[config.mk]
export PLATFORM = sky130hd
export DESIGN_NAME = mux2_rr_arbiter
export DESIGN_NICKNAME = d
export VERILOG_FILES = /design/src/rtl/mux2_rr_arbiter_pkg.sv /design/src/rtl/mux2_rr_arbiter_mux2.sv /design/src/rtl/mux2_rr_arbiter.sv
export SDC_FILE = /design/constraint.sdc
export NUM_CORES = 1
export LEC_CHECK = 0
export CAP_MARGIN = 0
export CORE_MARGIN = 5
export CORE_UTILIZATION = 25
export DETAILED_ROUTE_END_ITERATION = 8
export GPL_ROUTABILITY_DRIVEN = 0
export PLACE_DENSITY = 0.54
export SLEW_MARGIN = 20
export SYNTH_ARGS = -nofsm -noshare
export SYNTH_HDL_FRONTEND = slang
export SYNTH_SLANG_ARGS = --single-unit
[constraint.sdc]
create_clock -name clk -period 1.55 [get_ports clk]
set_input_delay 0.31 -clock clk [delete_from_list [all_inputs] [get_ports clk]]
set_output_delay 0.31 -clock clk [all_outputs]
set_load 0.03 [all_outputs]
[src/rtl/mux2_rr_arbiter_pkg.sv]
// Shared constants for the two-requester round-robin arbiter.
package mux2_rr_arbiter_pkg;

  // Message payload width carried on every channel.
  localparam int MSG_W = 4;

  // Requester indices; also the encoding of the mux select and of prio.
  localparam logic REQ0 = 1'b0;
  localparam logic REQ1 = 1'b1;

endpackage

[src/rtl/mux2_rr_arbiter_mux2.sv]
// 2:1 message mux steering the selected requester's payload to the buffer.
module mux2_rr_arbiter_mux2
  import mux2_rr_arbiter_pkg::*;
(
  input  logic [MSG_W-1:0] i_in0,
  input  logic [MSG_W-1:0] i_in1,
  input  logic             i_sel,
  output logic [MSG_W-1:0] o_out
);

  // Pure combinational select; sel == REQ1 picks input 1.
  always_comb begin
    o_out = (i_sel == REQ1) ? i_in1 : i_in0;
  end

endmodule

[src/rtl/mux2_rr_arbiter.sv]
// Round-robin arbiter sharing one 4-bit channel between two val/rdy
// requesters, with a one-entry pipelined output buffer and grant counters.
module mux2_rr_arbiter
  import mux2_rr_arbiter_pkg::*;
#(
  parameter int p_count_nbits = 8
) (
  input  logic                     clk,
  input  logic                     reset,
  input  logic                     in0_val,
  output logic                     in0_rdy,
  input  logic [MSG_W-1:0]         in0_msg,
  input  logic                     in1_val,
  output logic                     in1_rdy,
  input  logic [MSG_W-1:0]         in1_msg,
  output logic                     out_val,
  input  logic                     out_rdy,
  output logic [MSG_W-1:0]         out_msg,
  output logic [p_count_nbits-1:0] grant_count0,
  output logic [p_count_nbits-1:0] grant_count1
);

  logic                     r_buf_val;
  logic [MSG_W-1:0]         r_buf_msg;
  logic                     r_prio;
  logic [p_count_nbits-1:0] r_cnt0;
  logic [p_count_nbits-1:0] r_cnt1;

  logic                     w_can_accept;
  logic                     w_sel;
  logic                     w_xfer0;
  logic                     w_xfer1;
  logic [MSG_W-1:0]         w_mux_out;

  // Grant selection: contested or idle cycles follow prio, otherwise the
  // lone valid requester wins. Idle-cycle select is don't-care downstream.
  always_comb begin
    w_can_accept = !r_buf_val || out_rdy;
    if (in0_val && in1_val) w_sel = r_prio;
    else if (in1_val)       w_sel = REQ1;
    else if (in0_val)       w_sel = REQ0;
    else                    w_sel = r_prio;
    w_xfer0 = w_can_accept && in0_val && (w_sel == REQ0);
    w_xfer1 = w_can_accept && in1_val && (w_sel == REQ1);
  end

  mux2_rr_arbiter_mux2 u_mux (
    .i_in0 (in0_msg),
    .i_in1 (in1_msg),
    .i_sel (w_sel),
    .o_out (w_mux_out)
  );

  // Output buffer and priority: load on a transfer, drain on dequeue only.
  always_ff @(posedge clk) begin
    if (reset) begin
      r_buf_val <= 1'b0;
      r_buf_msg <= '0;
      r_prio    <= REQ0;
    end else if (w_xfer0 || w_xfer1) begin
      r_buf_val <= 1'b1;
      r_buf_msg <= w_mux_out;
      r_prio    <= ~w_sel;
    end else if (out_rdy) begin
      r_buf_val <= 1'b0;
    end
  end

  // Per-requester grant counters, wrapping modulo 2^p_count_nbits.
  always_ff @(posedge clk) begin
    if (reset) begin
      r_cnt0 <= '0;
      r_cnt1 <= '0;
    end else begin
      if (w_xfer0) r_cnt0 <= r_cnt0 + p_count_nbits'(1);
      if (w_xfer1) r_cnt1 <= r_cnt1 + p_count_nbits'(1);
    end
  end

  assign in0_rdy      = w_xfer0;
  assign in1_rdy      = w_xfer1;
  assign out_val      = r_buf_val;
  assign out_msg      = r_buf_msg;
  assign grant_count0 = r_cnt0;
  assign grant_count1 = r_cnt1;

endmodule

==> impl_metrics.ini <==
[finish]
antenna_cells = 0
drive_gt1_frac = 0.210
fin_nets = 184
utilization = 0.383
area_growth_pct = 51.0
fillCellCount = 436

[global_route]
grtUsageTotal = 0.0972
antenna_found_initial = 0
first_global_vias = 979
grt_pass1_wl_um = 4300
grt_max_degree = 12
grt_overflow_total = 0

[synthesis]
yosys_warnings = 0
ys.flop_type = dfxtp_1
async_reset_ff_frac = 0
syn_nets = 133
synth-edff-count = 0
synth_cells = 118
synthTopCellsByArea = dfxtp_1 (41%), nor2_1 (7.3%), mux2i_1 (5.6%)
synth-seq-cells = 22
synth_most_common_cell = dfxtp_1
synth.distinct_cells = 29
yosysSeqAreaShare = 0.407
syn_area_um2 = 1080
syn_avg_cell_area_um2 = 9.16
synth.top_cell.area_share = 0.407
yosys-top-cells-count = dfxtp_1 (22), nor2_1 (21), nand2_1 (9), mux2i_1 (6), xnor2_1 (6)
synth_largest_area_cell = dfxtp_1

[power]
p_per_area_nw_per_um2 = 751
cellLeakagePower_uw = 0.000742
total_power_uw = 1230
ir_drop_mv = 0.301

[setup_path]
cp.required_ns = 1.24
reg2reg_from = grant_count1[0]
crit_path_start_kind = input pin
endpoint_kind = primary output
critPathKind = input pin to primary output
endpoint = in0_rdy
startpoint = in1_val
arrival_ns = 1.14
reg2reg_depth = 5
rrSetupSlack_ns = 0.17
timing.rr.end = grant_count1[4]
crit_fanout = 4

[placed_design]
dp_slack_ns = -0.302
io_buffers = 35
hpwl_um = 2050

[route]
drc = 0
drt_iter0_drc = 45
avgViaCountPerCell = 4.57
wl_per_cell_um = 11.8
ant_nets = 0
dr_total_vias = 1001
wirelength_um = 2590
drt-pass1-iter-count = 4

[sta]
rsz0062_at_grt = false
finalHoldViolations = 0
max_slew_margin = 0.788
slew_violations = 0
final-setup-viol-count = 0
worst_slew_pin_slew_ns = 0.319
fin_skew_ns = 0.00601
min_period_ns = 1.45
max_clock_freq_mhz = 689
worst_slack_ns = 0.0980
finalCritPeriodShare = 0.937

[floorplan]
rows = 24
die_h_um = 75.8
core_area_um2 = 4260
dieArea_um2 = 5740
pin_count = 36
initial_core_util = 0.254
die_w_um = 75.8

[clocking]
clockBufferDepth = 2
cts_tree = done
path_clk_slew_ns = 0.07
root_buffer = clkbuf_8
htree_levels = 1
cts_inserted_buffers = 3
clk_latency_ns = 0.26
cts.sink_count = 22

[job]
cap_violations = 0

[run_status]
status = completed

[hold_path]
hold_path.class = register to register
## cell type report
cell class              count  area (um2)  area share
repair buffers             51         450       0.276
clock buffers               3        41.3      0.0253
well taps                  52        65.1      0.0398
multi-input cells          88         622       0.381
flip-flops and latches     22         443       0.271
inverters                   3        11.3     0.00690
## how the worst min path moves through the flow
| stage | startpoint | end | slack, ns | cells after the start |
|---|---|---|---|---|
| after floorplan | reset | grant_count1[5] | 0.51 | 2 |
| after global placement | out_msg[3] | out_msg[3] | 0.49 | 2 |
| after detailed placement | out_msg[3] | out_msg[3] | 0.50 | 2 |
| after CTS | out_msg[0] | out_msg[0] | 0.52 | 2 |
| after global routing | out_msg[0] | out_msg[0] | 0.53 | 2 |
| final | out_msg[0] | out_msg[0] | 0.51 | 2 |
## through the flow
step                      std cells  hold WS [ns]  instance area (um2)  TNS (ns)
final                           219         0.508                 1630         0
after global routing            219         0.530                 1630         0
after CTS                       218         0.516                 1620   -0.0121
after detailed placement        215         0.501                 1570     -3.90
after global placement          215         0.491                 1570     -3.74
after floorplan                 118         0.508                 1080         0
## report_power, final
group	internal, uW	switching, uW	total, uW	leakage, uW
registers	590	21.2	611	0.000180
clock network	173	176	349	0.0000216
logic	121	145	266	0.000540
## worst max-delay path: stages
cell and delay (ns):
dlygate4sd2_1 0.27, buf_4 0.15, nand2_1 0.12, nand3_4 0.11, inv_2 0.06, buf_6 0.12
## flip-flops by register name (all words and copies together), names as in the netlist
| register | cells |
|---|---|
| grant_count0 | 8 |
| grant_count1 | 8 |
| out_msg | 4 |
| r_prio | 1 |
| out_val | 1 |
## logic make-up after synthesis
logic type	after synthesis	synth area share
flops	22	0.407
xor+xnor	10	0.0810
mux	8	0.0764
simple gates	57	0.301
compound gates	10	0.0590
fa+ha+maj	3	0.0324
buf+inv	8	0.0428
## cell usage in the layout, fill, tap and decap left out, types with 2 or more instances in the layout
| cell type | Yosys | layout |
|---|---|---|
| dfxtp_1 | 22 | 20 |
| nor4_2 | 4 | 4 |
| clkbuf_8 | 0 | 3 |
| buf_4 | 0 | 15 |
| nand2b_1 | 3 | 2 |
| xnor2_1 | 6 | 6 |
| dfxtp_2 | 0 | 2 |
| nand4_1 | 5 | 5 |
| a21oi_1 | 4 | 4 |
| buf_6 | 2 | 3 |
| or3_1 | 2 | 2 |
| nand3_1 | 4 | 2 |
| inv_2 | 0 | 2 |
| nor2b_1 | 3 | 2 |
| dlygate4sd2_1 | 0 | 23 |
| ha_1 | 2 | 2 |
| nor2_1 | 21 | 21 |
| mux2_1 | 2 | 2 |
| clkdlybuf4s50_1 | 0 | 9 |
| nand2_1 | 9 | 9 |
| xor2_1 | 4 | 4 |
| a211oi_1 | 4 | 4 |
| mux2i_1 | 6 | 6 |
## repair_timing
action,CTS,global route
pin swaps,0,0
gates resized for setup,33,3
setup endpoints to repair,28,8
hold buffers,0,0
setup buffers,0,1
## metal layers
metal,GRT usage,up-vias,wire [um],part of all wire
met5,0,-,0,0
met4,0.0350,0,17,0.0066
met3,0.0330,2,219,0.085
met2,0.160,26,1250,0.48
met1,0.117,468,1100,0.42
li1,-,505,-,-
No activity file was read; power rests on OpenSTA's default activity.
